File: src/rtl/dsp_mult_bank.sv
// Multi-lane multiplier bank with a fixed-latency pipeline and per-lane accumulate.
// Products are formed at operand sample and carried through LATENCY-1 stages into dsp_out.
module dsp_mult_bank #(
  parameter int unsigned LANES   = 5,
  parameter int unsigned AW      = 18,
  parameter int unsigned BW      = 18,
  parameter int unsigned OW      = 37,
  parameter int unsigned LATENCY = 1,
  parameter int unsigned SIGNED  = 0
) (
  input  logic                  clk,
  input  logic                  rst_n,
  input  logic                  dsp_ce,
  input  logic [LANES*AW-1:0]   dsp_a0,
  input  logic [LANES*BW-1:0]   dsp_b0,
  input  logic                  acc_en,
  input  logic                  acc_clr,
  output logic [LANES*OW-1:0]   dsp_out,
  output logic                  out_valid,
  output logic                  busy
);

  // At least one stage is always declared so indexing stays legal when LATENCY=1.
  localparam int unsigned NS = (LATENCY > 1) ? LATENCY - 1 : 1;

  typedef logic [LANES*OW-1:0] lane_vec_t;

  lane_vec_t       prod_now;
  lane_vec_t       pipe_data_q [NS];
  lane_vec_t       pipe_data_d [NS];
  logic [NS-1:0]   pipe_vld_q, pipe_vld_d;
  logic [NS-1:0]   pipe_acc_q, pipe_acc_d;
  lane_vec_t       dsp_out_q, dsp_out_d;
  logic            out_valid_q, out_valid_d;
  logic            comp_vld, comp_acc;
  lane_vec_t       comp_prod;

  function automatic logic [OW-1:0] ext_a(input logic [AW-1:0] v);
    if (SIGNED != 0) return OW'($signed(v));
    else             return OW'(v);
  endfunction

  function automatic logic [OW-1:0] ext_b(input logic [BW-1:0] v);
    if (SIGNED != 0) return OW'($signed(v));
    else             return OW'(v);
  endfunction

  always_comb begin
    prod_now = '0;
    for (int unsigned l = 0; l < LANES; l++) begin
      prod_now[l*OW +: OW] = ext_a(dsp_a0[l*AW +: AW]) * ext_b(dsp_b0[l*BW +: BW]);
    end
  end

  // Data and acc flags only move with a valid token, so X operands on idle cycles stay out.
  always_comb begin
    pipe_vld_d  = pipe_vld_q;
    pipe_acc_d  = pipe_acc_q;
    pipe_data_d = pipe_data_q;
    pipe_vld_d[0] = dsp_ce;
    if (dsp_ce) begin
      pipe_acc_d[0]  = acc_en;
      pipe_data_d[0] = prod_now;
    end
    for (int unsigned s = 1; s < NS; s++) begin
      pipe_vld_d[s] = pipe_vld_q[s-1];
      if (pipe_vld_q[s-1]) begin
        pipe_acc_d[s]  = pipe_acc_q[s-1];
        pipe_data_d[s] = pipe_data_q[s-1];
      end
    end
  end

  always_comb begin
    if (LATENCY > 1) begin
      comp_vld  = pipe_vld_q[NS-1];
      comp_acc  = pipe_acc_q[NS-1];
      comp_prod = pipe_data_q[NS-1];
    end else begin
      comp_vld  = dsp_ce;
      comp_acc  = acc_en;
      comp_prod = prod_now;
    end
  end

  // acc_clr zeroes the running value before a same-cycle accumulate adds into it.
  always_comb begin
    dsp_out_d   = dsp_out_q;
    out_valid_d = comp_vld;
    for (int unsigned l = 0; l < LANES; l++) begin
      if (comp_vld) begin
        if (comp_acc && !acc_clr)
          dsp_out_d[l*OW +: OW] = dsp_out_q[l*OW +: OW] + comp_prod[l*OW +: OW];
        else
          dsp_out_d[l*OW +: OW] = comp_prod[l*OW +: OW];
      end else if (acc_clr) begin
        dsp_out_d[l*OW +: OW] = '0;
      end
    end
  end

  always_ff @(posedge clk) begin
    if (!rst_n) begin
      pipe_vld_q  <= '0;
      pipe_acc_q  <= '0;
      dsp_out_q   <= '0;
      out_valid_q <= 1'b0;
    end else begin
      pipe_vld_q  <= pipe_vld_d;
      pipe_acc_q  <= pipe_acc_d;
      dsp_out_q   <= dsp_out_d;
      out_valid_q <= out_valid_d;
    end
  end

  always_ff @(posedge clk) begin
    pipe_data_q <= pipe_data_d;
  end

  assign dsp_out   = dsp_out_q;
  assign out_valid = out_valid_q;
  assign busy      = (LATENCY > 1) ? |pipe_vld_q : 1'b0;

endmodule

File: config.mk
export PLATFORM = sky130hd
export DESIGN_NAME = dsp_mult_bank
export DESIGN_NICKNAME = d
export VERILOG_FILES = /design/src/rtl/dsp_mult_bank.sv
export SDC_FILE = /design/constraint.sdc
export NUM_CORES = 2
export LEC_CHECK = 0
export ABC_AREA = 1
export CORE_MARGIN = 3
export CORE_UTILIZATION = 34
export DETAILED_ROUTE_END_ITERATION = 10
export GPL_ROUTABILITY_DRIVEN = 0
export GPL_TIMING_DRIVEN = 0
export PLACE_DENSITY = 0.5
export SLEW_MARGIN = 10
export SYNTH_ARGS = -nofsm -noshare
export SYNTH_HDL_FRONTEND = slang
export SYNTH_SLANG_ARGS = --single-unit
export TNS_END_PERCENT = 20
File: constraint.sdc
create_clock -name clk -period 8.85 [get_ports clk]
set_clock_uncertainty 0.05 [all_clocks]
set_input_delay 0.885 -clock clk [delete_from_list [all_inputs] [get_ports clk]]
set_output_delay 0.885 -clock clk [all_outputs]
set_load 0.005 [all_outputs]
==> flow_metrics.tcl <==
set metrics [dict create \
    crit_required_ps 9230 \
    final_area_mm2 0.0817 \
    period_minus_slack_ps 8530 \
    grt_max_degree 18 \
    dp_hpwl_um 245000 \
    outcome "complete, no violations" \
    setup_viol 0 \
    finalHoldViolations 0 \
    die_w_um 477 \
    crit_type "input port to flip-flop" \
    syn2layout_area_growth_pct 8.36 \
    yosysSeqAreaShare_pct 4.94 \
    crit_start "dsp_a0[42]" \
    avgViaCountPerCell 4.93 \
    slew_violations 0 \
    rsz0062_at_grt "yes" \
    drt_iter0_drc 5559 \
    fin_nets 13467 \
    crit_path_frequent_cell "nand2_1" \
    yosysUniqueCellTypes 52 \
    ys_ff_latch 186 \
    drc 0 \
    initial_core_util_pct 34.3 \
    syn_area_mm2 0.0754 \
    nFillCells 23937 \
    multi_input_area_mm2 0.0592 \
    yosysTopAreaCellShare_pct 34.1 \
    crit_arrival_ps 8910 \
    cts_setup_buffers 0 \
    ys.flop_type "dfxtp_1" \
    worstPathMaxFanout 10 \
    synth_edf_count 0 \
    die_area_mm2 0.228 \
    io_buffers 189 \
    ys_async_sr_fraction_pct 0 \
    cts.sinks 186 \
    core-area_mm2 0.220 \
    wl_per_cell_um 20.1 \
    cap_violations 0 \
    antenna_found_initial 17 \
    crit_path_top_delay_cell "clkbuf_1" \
    clk_path_buf_depth 2 \
    drive_gt1_share_pct 1.55 \
    core.rowCount 172 \
    place_ws_ps -293 \
    cts_tree "built" \
    clock_latency_ps 540 \
    cts_buffers 17 \
    vias 70233 \
    crit_family "adder cells" \
    synth_warnings 0 \
    final.setup.worst_slack_ps 320 \
    htree_levels 4 \
    relSlewSlack_pct 9.24 \
    clk_pin_slew_ps 80 \
    grt_pass1_wl_um 434000 \
    worstHoldStart "dsp_out[183]" \
    wl_um 286000 \
    cpPeakStageDelay_ps 660 \
    avgSynthCellArea_um2 6.82 \
    critPathLaunchType "input port" \
    drt_pass1_iterations 6 \
    cts_root_buf "clkbuf_16" \
    hold_path.class "flip-flop to flip-flop" \
    reg2reg_from "dsp_out[111]" \
    timing.fmax_mhz 117 \
    synth_area_leader_cell "fa_1" \
    crit_buf_inv 8 \
    period_share_pct 96.4 \
    io_pins 372 \
    grt_use_total_pct 25.0 \
    placed_cell_area_mm2 0.0811 \
    synthCells 11052 \
    die_h_um 477 \
    critPathCaptureType "flip-flop" \
    synth_nets 13257 \
    ant_nets 0 \
    grt_pass1_vias 71337 \
    synth_area_leaders "fa_1, nand2_1, inv_1, ha_1, dfxtp_1" \
    grt-ovfl-total 0 \
    worst_pin_slew_ps 1360 \
    seqCellArea_mm2 0.00372 \
]
-- path summary, 6_finish.rpt --
check	to	slack, ps	depth (start not counted)
setup / recovery	dsp_out[108]	320	32
hold reg to reg	dsp_out[183]	430	2
setup reg to reg	dsp_out[139]	6100	14
hold / removal	dsp_out[183]	430	2
-- per-stage QoR --
step,TNS [ps],cells,hold slack (ps),util (%)
after CTS,0,14233,429,37.1
after detailed placement,-2420,14201,417,36.8
after global routing,-9.74,14234,448,37.1
final,0,14238,427,37.1
after floorplan,0,11052,414,-
after global placement,-3070,14199,411,36.8
-- repair_timing --
item	in CTS	in global routing
resized for setup	0	63
hold buffers	0	0
endpoints found under the setup margin	0	16
-- layout by cell type, fill, tap and decap left out, types with 28 or more instances in the layout --
cell             instances
nand2_1               3087
inv_1                 2859
fa_1                  1285
ha_1                   735
nand3_1                549
a21oi_1                536
nor2_1                 512
clkbuf_1               358
o21ai_0                350
clkdlybuf4s50_1        189
dfxtp_1                186
xor2_1                  76
nor3_1                  72
nand4_1                 43
xnor2_1                 37
a21o_1                  34
clkbuf_2                34
o21a_1                  32
nand2_2                 30
buf_1                   28
-- Yosys cell counts (3+ instances only) --
cell type and count:
dfxtp_1 186, buf_1 36, o21ai_1 22, nand3_2 3, nand4_1 43, buf_2 20
fa_1 1285, a31oi_1 3, nor3_1 72, and2_1 7, a21boi_0 9, a21oi_2 10
o21ai_0 350, or2_2 6, or2_1 6, nand2_2 30, a21oi_1 536, o21ai_2 11
xor2_1 76, nand3b_1 19, nor4_1 5, clkbuf_1 388, a21o_1 34, nand2_1 3087
o21bai_1 20, a31o_2 3, nand3_1 549, xnor2_1 37, nor2_2 5, o211ai_1 27
nor3_2 3, ha_1 735, o21a_1 32, inv_1 2859, nor2_1 513, o311ai_0 4
-- worst min-delay path: stages, from the launching register on --
cell and delay, ps:
dfxtp_1 330, nand2_1 60, nand2_1 40
-- routing by layer --
layer,share of wire [%],vias up,GRT usage [%]
met5,0.026,-,0
met4,4.9,12,10.5
met3,6.8,415,3.36
met2,45,2425,40.3
met1,43,34281,33.6
li1,-,33100,-
-- final cells by class --
cell class | instances | share of cell area [%]
multi-input cells | 7558 | 72.5
flip-flops and latches | 186 | 4.56
clock buffers | 18 | 0.537
plain buffers | 447 | 2.16
diodes | 5 | 0.0153
inverters | 2861 | 13.1
clock inverters | 14 | 0.222
well taps | 2958 | 4.53
repair buffers | 191 | 2.35
-- flip-flops by register name, indices dropped and copies added (netlist names) --
signal,flops
dsp_out,185
out_valid,1
-- cells by family after synthesis --
family,share of synthesized area (%)
and+or+nand+nor,23.2
other,0.00497
xor gates and xnor gates,1.33
adders and majority gates,46.3
DFF,4.94
AOI/OAI and AO/OA,7.69
buffers and inverters,16.5
Power is not shown: default switching activity piles up to over one toggle a cycle in this logic, so the estimate is an artifact.
